<file path="src/rtl/game_master_fsm_multi_torpedo.sv">
// Game master for the target/torpedo game with N_TORPEDOES torpedoes.
// It fires torpedoes on key presses, tracks score and lives, and sequences rounds.
module game_master_fsm_multi_torpedo #(
  parameter int N_TORPEDOES = 3,
  parameter int N_LIVES     = 3,
  parameter int LIVES_W     = 2,
  parameter int SCORE_W     = 8
) (
  input  logic                   clk,
  input  logic                   reset,
  input  logic                   key,
  output logic                   sprite_target_write_xy,
  output logic                   sprite_target_write_dxy,
  output logic                   sprite_target_enable_update,
  input  logic                   sprite_target_within_screen,
  output logic [N_TORPEDOES-1:0] sprite_torpedo_write_xy,
  output logic [N_TORPEDOES-1:0] sprite_torpedo_write_dxy,
  output logic [N_TORPEDOES-1:0] sprite_torpedo_enable_update,
  input  logic [N_TORPEDOES-1:0] sprite_torpedo_within_screen,
  input  logic [N_TORPEDOES-1:0] collision,
  output logic                   end_of_game_timer_start,
  input  logic                   end_of_game_timer_running,
  output logic                   game_won,
  output logic                   game_over,
  output logic [SCORE_W-1:0]     score,
  output logic [LIVES_W-1:0]     lives
);

  typedef enum logic [2:0] {
    START,
    PLAY,
    WON,
    WON_END,
    LOST,
    LOST_END,
    OVER
  } state_t;

  state_t                 state, n_state;
  logic                   key_r;
  logic                   init;
  logic [N_TORPEDOES-1:0] fired, active;
  logic [N_TORPEDOES-1:0] n_fired, n_active;
  logic [N_TORPEDOES-1:0] launch_sel;
  logic                   found;
  logic                   key_edge;
  logic                   hit;

  logic                   n_target_write_xy;
  logic                   n_target_write_dxy;
  logic                   n_target_enable_update;
  logic [N_TORPEDOES-1:0] n_torpedo_write_xy;
  logic [N_TORPEDOES-1:0] n_torpedo_write_dxy;
  logic [N_TORPEDOES-1:0] n_torpedo_enable_update;
  logic                   n_timer_start;

  always_comb begin
    key_edge   = key & ~key_r;
    hit        = |(collision & active);
    n_state    = state;
    n_fired    = fired;
    n_active   = active;
    launch_sel = '0;
    found      = 1'b0;

    case (state)
      START: begin
        n_fired  = '0;
        n_active = '0;
        // The START reached straight out of reset is held one extra cycle so
        // that it gets the same sprite-load strobes as any later START.
        if (!init) n_state = PLAY;
      end
      PLAY: begin
        n_active = active & sprite_torpedo_within_screen;
        if (hit) begin
          n_state = WON;
        end else if (!sprite_target_within_screen) begin
          n_state = LOST;
        end else if ((&fired) && !(|active)) begin
          n_state = LOST;
        end else if (key_edge) begin
          for (int unsigned i = 0; i < N_TORPEDOES; i++) begin
            if (!fired[i] && !found) begin
              launch_sel[i] = 1'b1;
              found         = 1'b1;
            end
          end
          n_fired  = fired | launch_sel;
          n_active = n_active | launch_sel;
        end
      end
      WON:      n_state = WON_END;
      WON_END:  if (!end_of_game_timer_running) n_state = START;
      LOST:     n_state = LOST_END;
      LOST_END: begin
        if (!end_of_game_timer_running) n_state = (lives == '0) ? OVER : START;
      end
      OVER:     if (key_edge) n_state = START;
      default:  n_state = START;
    endcase

    n_target_write_xy       = (n_state == START) && ((state != START) || init);
    n_target_write_dxy      = n_target_write_xy;
    n_torpedo_write_xy      = n_target_write_xy ? '1 : '0;
    n_target_enable_update  = (n_state == PLAY);
    n_torpedo_enable_update = (n_state == PLAY) ? n_active : '0;
    n_torpedo_write_dxy     = launch_sel;
    n_timer_start           = ((n_state == WON) && (state != WON)) ||
                              ((n_state == LOST) && (state != LOST));
  end

  always_ff @(posedge clk or negedge reset) begin
    if (!reset) begin
      state  <= START;
      key_r  <= 1'b0;
      init   <= 1'b1;
      fired  <= '0;
      active <= '0;
    end else begin
      state  <= n_state;
      key_r  <= key;
      init   <= 1'b0;
      fired  <= n_fired;
      active <= n_active;
    end
  end

  always_ff @(posedge clk or negedge reset) begin
    if (!reset) begin
      score <= '0;
      lives <= LIVES_W'(N_LIVES);
    end else begin
      if (state == WON && score != '1) score <= score + 1'b1;
      if (state == LOST) lives <= lives - 1'b1;
      if (state == OVER && key_edge) begin
        score <= '0;
        lives <= LIVES_W'(N_LIVES);
      end
    end
  end

  always_ff @(posedge clk or negedge reset) begin
    if (!reset) begin
      sprite_target_write_xy       <= 1'b0;
      sprite_target_write_dxy      <= 1'b0;
      sprite_target_enable_update  <= 1'b0;
      sprite_torpedo_write_xy      <= '0;
      sprite_torpedo_write_dxy     <= '0;
      sprite_torpedo_enable_update <= '0;
      end_of_game_timer_start      <= 1'b0;
    end else begin
      sprite_target_write_xy       <= n_target_write_xy;
      sprite_target_write_dxy      <= n_target_write_dxy;
      sprite_target_enable_update  <= n_target_enable_update;
      sprite_torpedo_write_xy      <= n_torpedo_write_xy;
      sprite_torpedo_write_dxy     <= n_torpedo_write_dxy;
      sprite_torpedo_enable_update <= n_torpedo_enable_update;
      end_of_game_timer_start      <= n_timer_start;
    end
  end

  assign game_won  = (state == WON) || (state == WON_END);
  assign game_over = (state == OVER);

endmodule

</file>
<file path="config.mk">
export PLATFORM = sky130hd
export DESIGN_NAME = game_master_fsm_multi_torpedo
export DESIGN_NICKNAME = d
export VERILOG_FILES = /design/src/rtl/game_master_fsm_multi_torpedo.sv
export SDC_FILE = /design/constraint.sdc
export NUM_CORES = 1
export LEC_CHECK = 0
export CAP_MARGIN = 5
export CELL_PAD_IN_SITES_DETAIL_PLACEMENT = 2
export CELL_PAD_IN_SITES_GLOBAL_PLACEMENT = 2
export CORE_ASPECT_RATIO = 1.4
export CORE_MARGIN = 3
export CORE_UTILIZATION = 32
export CTS_CLUSTER_SIZE = 10
export DETAILED_ROUTE_END_ITERATION = 10
export MAX_ROUTING_LAYER = met4
export PLACE_DENSITY = 0.94
export SETUP_SLACK_MARGIN = 0.3
export SLEW_MARGIN = 20
export SYNTH_ARGS = -nofsm -noshare
export SYNTH_HDL_FRONTEND = slang
export SYNTH_SLANG_ARGS = --single-unit
</file>
<file path="constraint.sdc">
create_clock -name clk -period 5.1 [get_ports clk]
set_input_delay 0.765 -clock clk [delete_from_list [all_inputs] [get_ports clk]]
set_output_delay 0.765 -clock clk [all_outputs]
set_load 0.1 [all_outputs]
</file>
======== Word level (Yosys, flattened, before mapping) ========
Cells that the tools add are included.
Widths: inputs -> output; s select.
word-level totals
  input bits .............................. 11
  register bits after elaboration ......... 33
  word-level logic and storage cells ...... 118
  bits in writable memories ............... 0
  output and inout port bits .............. 25
  memories kept ........................... 0
  ROM bits ................................ 0
  bits in latches ......................... 0
cells by class
  reductions and logical operators ........ 27
  order comparisons ....................... 0
  multipliers ............................. 0
  add/subtract/negate cells ............... 2
  muxes and demuxes ....................... 54
  bitwise gates (word level) .............. 6
  equality and inequality tests ........... 16
  shift-type cells ........................ 0
  div/mod/pow operators ................... 0
operators with widths
  kind                 count
  $mux 3               23
  $mux 1               24
  $pmux 3 s7           1
  $mux 8               2
  $eq 3x3->1 const B   4
  $pmux 3 s2           2
  $eq 3x2->1 const B   3
  $add 8x1->8 const B  1
  $logic_and 1x1->1    8
  $ne 2x2->1 const B   4
  $ne 8x8->1 const B   1
  $and 3x3->3          2
  $eq 3x1->1 const B   2
  $logic_not 3->1      2
  $or 3x3->3           2
  $reduce_bool 2->1    3
  $reduce_or 3->1      2
  $logic_not 1->1      5
  $reduce_and 5->1     1
  $mux 2               2
  $logic_or 1x1->1     3
  $ne 3x2->1 const B   1
  $ne 3x3->1 const B   1
  $reduce_and 3->1     1
  5 further kinds      5

======== Logic depth before layout (Yosys ltp) ========
Gate-level depths: netlist of the first run.
  depth in word-level cells ............... 30
  gate-level depth with buffers ........... 6

======== Worst setup path after synthesis of the first run ========
Ideal clock, no wire load.
  path type ............................... flip-flop to output port
  start ................................... reg state[1]
  end ..................................... out game_won
  slack ................................... 2.377 ns
  path buffers ............................ 1
  required time ........................... 4.335 ns
  cell stages (with the launch flop) ...... 4
  arrival time ............................ 1.958 ns
  path through ............................ dfrtp_1 -> clkbuf_1 -> inv_1 -> nor2_1
on the way
  word-level cells in the longest chain between the ends .. 2
  elaborated cells between the ends (all ways) .. 3
RTL lines
  item                    line  text
  start, declared         39    state_t state, n_state;
  start signal, assigned  121   state <= n_state;
  $eq 3x2->1              163   assign game_won = (state == WON) || (state == WON_END);
  $logic_or 1x1->1 *      163
  end, declared           23    output logic game_won,
Every way passes the cells marked *; elsewhere a longest branch is shown, timed or not.

======== Worst setup path in the final report of the first run ========
  start ................................... reg state[0]
  end ..................................... out game_over
on the way
  word-level cells in the longest chain between the ends .. 1
RTL lines
  item           line  text
  $eq 3x3->1     164   assign game_over = (state == OVER);
  end, declared  24    output logic game_over,
Every way passes these cells.

==> results of run 1 <==
## synthesized netlist by cell type, drive strengths merged (2+ instances only)
| cell | number | area (µm²) |
|---|---|---|
| o31ai | 3 | 22.5 |
| nor2 | 16 | 60.1 |
| ha | 2 | 25.0 |
| mux2i | 2 | 20.0 |
| dfstp | 3 | 78.8 |
| o211ai | 4 | 30.0 |
| nand4 | 3 | 25.0 |
| clkbuf | 4 | 15.0 |
| a21oi | 5 | 25.0 |
| a2bb2oi | 2 | 17.5 |
| buf | 4 | 30.0 |
| nor2b | 2 | 12.5 |
| nor3b | 4 | 30.0 |
| dfrtp | 27 | 676 |
| o21ai | 8 | 40.0 |
| nor3 | 3 | 15.0 |
| nand2 | 15 | 56.3 |
| o22a | 2 | 17.5 |
| nand2b | 3 | 18.8 |
| xor2 | 2 | 17.5 |
| or3 | 3 | 23.8 |
| inv | 7 | 26.3 |
| and2 | 2 | 12.5 |
## registers in the layout, indices dropped and copies added, names as in the netlist
| signal | cells |
|---|---|
| lives | 2 |
| sprite_torpedo_write_dxy | 3 |
| sprite_torpedo_write_xy | 1 |
| sprite_target_enable_update | 1 |
| key_r | 1 |
| end_of_game_timer_start | 1 |
| init | 1 |
| active | 3 |
| score | 8 |
| fired | 3 |
| state | 3 |
| sprite_torpedo_enable_update | 3 |
## per-layer routing
| metal | wire (µm) | global-route usage |
|---|---|---|
| met2 | 2280 | 0.315 |
| met4 | 113 | 0.0863 |
| met5 | 0 | - |
| met1 | 1650 | 0.188 |
| met3 | 122 | 0.0455 |
## critical path, cell delays in order (launching register included)
cell and delay (ns):
dfrtp_1 0.57, and3b_1 0.35, clkdlybuf4s50_1 1.17
## kinds of logic after synthesis
group | Yosys count | share of synthesized area
AO/OA/AOI/OAI | 32 | 0.160
XOR/XNOR | 2 | 0.0124
adder cells (fa/ha/maj) | 2 | 0.0176
buffers and inverters | 15 | 0.0503
flip-flops | 30 | 0.532
multiplexers | 2 | 0.0141
other | 1 | 0.00265
AND/OR/NAND/NOR | 57 | 0.211
## through the flow
| stage | instance area [µm²] | instances | hold slack [ns] | util |
|---|---|---|---|---|
| after floorplan | 1420 | 141 | 0.448 | - |
| after CTS | 1900 | 237 | 0.526 | 0.447 |
| after global placement | 1810 | 229 | 0.477 | 0.426 |
| after detailed placement | 1810 | 229 | 0.517 | 0.426 |
| final | 1900 | 237 | 0.521 | 0.447 |
| after global routing | 1900 | 237 | 0.547 | 0.447 |
## cell type report
cell class	instances	area (µm²)	share of cell area
Multi-Input combinational cell	96	592	0.312
Clock buffer	8	90.1	0.0475
Timing Repair Buffer	36	358	0.189
Sequential cell	30	754	0.398
Tap cell	60	75.1	0.0396
Inverter	7	26.3	0.0139
## final timing paths
path	from	endpoint	slack, ns	depth (start not counted)
setup / recovery	state[0]	game_over	1.94	2
hold / removal	fired[0]	sprite_torpedo_write_dxy[0]	0.52	1
setup reg to reg	active[1]	sprite_torpedo_enable_update[1]	2.76	4
hold reg to reg	fired[0]	sprite_torpedo_write_dxy[0]	0.52	1
max in group asynchronous	reset	init	3.90	2
min in group asynchronous	reset	score[5]	0.87	2
==> flow_metrics.tcl, run 1 <==
set metrics [dict create \
    outcome "finished, final reports clean" \
    skew_ns 0.00928 \
    post_cts_buffers 0 \
    path_max_fanout 16 \
    dp_slack_ns 2.01 \
    grt_pass1_wl_mm 7.05 \
    fmax_mhz 317 \
    yosysUniqueCellTypes 41 \
    n_antenna_cell 0 \
    synth-seq-cells 30 \
    clockBufferDepth 2 \
    synth_edf_count 0 \
    cts.clk_slew.worst_paths_ns 0.06 \
    grt_start_max_net_pins 31 \
    rsz0062_at_grt "false" \
    chipHeight_um 84.8 \
    grt_use_total 0.180 \
    fillers 463 \
    pin_count 36 \
    fin_setup_tns_ns 0 \
    hold_path_class "flop to flop" \
    synth_area_mm2 0.00142 \
    synth_nets 154 \
    numCtsBuffers 5 \
    overflow 0 \
    cts_tree "yes" \
    ys_seq_area_frac 0.532 \
    fin_nets 189 \
    layout_common_cells "clkdlybuf4s50_1 (35), dfrtp_1 (27), nor2_1 (16)" \
    drive_gt1_frac 0.0904 \
    ys.flop_type "dfrtp_1" \
    worstSkewPairLatency_ns 0.29 \
    numClockSinks 30 \
    grt_pass1_vias 1392 \
    end_kind "output pin" \
    drtIter0Drc 21 \
    dieArea_mm2 0.00528 \
    finalMaxSlewViolations 0 \
    worstMarginPinSlew_ns 1.00 \
    core_mm2 0.00424 \
    start_util 0.334 \
    std_cell_rows 28 \
    drc 0 \
    wl_per_cell_um 17.6 \
    crit_type "flop to output pin" \
    worst_ep_required_time_ns 4.34 \
    fin_crit_ns 3.16 \
    firstDrtPassIters 4 \
    avgSynthCellArea_um2 10.1 \
    cts_resized 0 \
    port_buffers 35 \
    setup_ws_ns 1.94 \
    cp.arrival_ns 2.39 \
    avgViaCountPerCell 5.07 \
    cts_root_buf "clkbuf_8" \
    place_hpwl_mm 3.00 \
    start_kind "flop" \
    syn_inst 141 \
    period_share 0.619 \
    setup_viol 0 \
    gp_congestion 0.858 \
    layout_commonest_cell "clkdlybuf4s50_1" \
    synth-warning-count 0 \
    syn2layout_area_growth_pct 33.7 \
    cap_violations 0 \
    dr_total_vias 1201 \
    ant_nets 0 \
    ctsHtreeMaxLevel 2 \
    finalHoldViolCount 0 \
    antenna_found_initial 0 \
    wl_mm 4.17 \
    slew_headroom 0.329 \
    synthArstFlopShare 1.00 \
    cts_hold_buf 0 \
    die_x_um 62.3 \
]
Power of run 1 is left out: the tool's default activity adds up to more than one toggle a clock period on the data nets, which glitch-free logic cannot reach.
==> run 2: changes to the inputs <==
--- a/config.mk
+++ b/config.mk
@@ -10,11 +10,11 @@
 export CELL_PAD_IN_SITES_GLOBAL_PLACEMENT = 2
 export CORE_ASPECT_RATIO = 1.4
 export CORE_MARGIN = 3
-export CORE_UTILIZATION = 32
+export CORE_UTILIZATION = 26
 export CTS_CLUSTER_SIZE = 10
 export DETAILED_ROUTE_END_ITERATION = 10
 export MAX_ROUTING_LAYER = met4
-export PLACE_DENSITY = 0.94
+export PLACE_DENSITY = 0.83
 export SETUP_SLACK_MARGIN = 0.3
 export SLEW_MARGIN = 20
 export SYNTH_ARGS = -nofsm -noshare
==> constraint.sdc (replaced) <==
create_clock -name clk -period 2.81 [get_ports clk]
set_input_delay 0.4215 -clock clk [delete_from_list [all_inputs] [get_ports clk]]
set_output_delay 0.4215 -clock clk [all_outputs]
set_load 0.1 [all_outputs]
==> run 2 against run 1 <==
- setup slack got worse by 1.3 ns
- wire length fell by 3.1%
- count of clock-buffer cells in the layout fell by 2
- sequential share of layout area rose by 0.75 points
- cell count rose by 3.4%
- via count rose by 0.25%
- register-to-register slack got worse by 2.1 ns
- sequential cell count did not move
- global-route usage fell by 3.0 points
- first-iteration DRC count rose to 2.5 times the previous value
- clock skew fell by 0.0031 ns
==> flow_metrics.tcl, run 2 (synthesis results as in run 1) <==
set metrics [dict create \
    outcome "finished, final reports clean" \
    cts_root_buf "clkbuf_8" \
    ant_nets 0 \
    core_mm2 0.00524 \
    layout_common_cells "buf_4 (28), dfrtp_1 (27), nor2_1 (16)" \
    hold_path_class "flop to flop" \
    firstDrtPassIters 6 \
    r2r_slack_ns 0.65 \
    setup_viol 0 \
    antenna_found_initial 0 \
    cp.arrival_ns 2.36 \
    drive_gt1_frac 0.251 \
    cts_hold_buf 0 \
    slew_headroom 0.658 \
    drc 0 \
    holdPathEnd "sprite_torpedo_write_dxy[0]" \
    r2r-end "sprite_torpedo_enable_update[1]" \
    ctsHtreeMaxLevel 2 \
    fmax_mhz 462 \
    dp_slack_ns 0.496 \
    setup_ws_ns 0.647 \
    end_kind "flop" \
    crit_type "flop to flop" \
    wl_mm 4.04 \
    wl_per_cell_um 16.5 \
    path_max_fanout 16 \
    start_util 0.271 \
    worstSkewPairLatency_ns 0.28 \
    ff2ff_path_depth 4 \
    overflow 0 \
    cts.clk_slew.worst_paths_ns 0.07 \
    std_cell_rows 31 \
    clockBufferDepth 2 \
    largest_reg_flops 8 \
    post_cts_buffers 0 \
    numCtsBuffers 5 \
    place_hpwl_mm 3.08 \
    cts_tree "yes" \
    grt_pass1_vias 1324 \
    fin_crit_ns 2.16 \
    n_antenna_cell 0 \
    min_path_cells 1 \
    syn2layout_area_growth_pct 31.2 \
    min_from "fired[0]" \
    rsz0062_at_grt "false" \
    drtIter0Drc 53 \
    die_x_um 68.4 \
    largest-register "score" \
    cts_resized 0 \
    pin_count 36 \
    cap_violations 0 \
    period_share 0.770 \
    grt_use_total 0.150 \
    dr_total_vias 1204 \
    gp_congestion 0.760 \
    fin_setup_tns_ns 0 \
    fin_nets 191 \
    start_kind "flop" \
    layout_commonest_cell "buf_4" \
    chipHeight_um 93.4 \
    worstMarginPinSlew_ns 0.512 \
    dieArea_mm2 0.00639 \
    port_buffers 35 \
    worst_ep_required_time_ns 3.01 \
    skew_ns 0.00619 \
    finalMaxSlewViolations 0 \
    rr_startpoint "state[0]" \
    numClockSinks 30 \
    grt_pass1_wl_mm 6.89 \
    grt_start_max_net_pins 31 \
    finalHoldViolCount 0 \
    avgViaCountPerCell 4.91 \
]
## run 2: changes by cell type in the layout (fill, tap and decap cells not counted), sizes merged
cell / previous run / this run
clkinv: 0 / 1
clkdlybuf4s50: 35 / 10
buf: 1 / 28
clkinvlp: 0 / 1
clkbuf: 8 / 6
## run 2: cell type report
cell class / count / area (µm²)
inverters: 7 / 26.3
fillers: 600 / 3380
well taps: 66 / 82.6
multi-input cells: 96 / 592
clock inverters: 2 / 12.5
clock buffers: 6 / 82.6
flip-flops and latches: 30 / 754
repair buffers: 38 / 310
## run 2: through the flow
step | cells | hold WS [ns] | utilization | cell area [µm²]
floorplan | 141 | 0.126 | - | 1420
global placement | 237 | 0.478 | 0.337 | 1770
detailed placement | 237 | 0.484 | 0.337 | 1770
CTS | 245 | 0.518 | 0.355 | 1860
global route | 245 | 0.541 | 0.355 | 1860
finish | 245 | 0.510 | 0.355 | 1860
## run 2: worst max-delay path: stages (launching register included)
cell	delay, ns
dfrtp_1	0.64
nor3b_1	0.51
nand4_2	0.31
or3_4	0.43
a211oi_2	0.20
## run 2: worst max path at each step
stage                            start                         endpoint  slack, ns  cells past startpoint
after CTS                     state[0]  sprite_torpedo_enable_update[1]       0.63                      4
after detailed placement  collision[0]  sprite_torpedo_enable_update[1]       0.50                      6
after global placement    collision[0]  sprite_torpedo_enable_update[1]       0.53                      6
after global routing          state[0]  sprite_torpedo_enable_update[2]       0.34                      4
after floorplan               state[1]                         game_won       0.43                      3
final                         state[0]  sprite_torpedo_enable_update[1]       0.65                      4
## run 2: metal layers
layer / global-route usage / part of all wire
met5: - / 0
met2: 0.261 / 0.59
met4: 0.0647 / 0.016
met1: 0.162 / 0.37
met3: 0.0252 / 0.025
Power of run 2 is left out for the same reason.
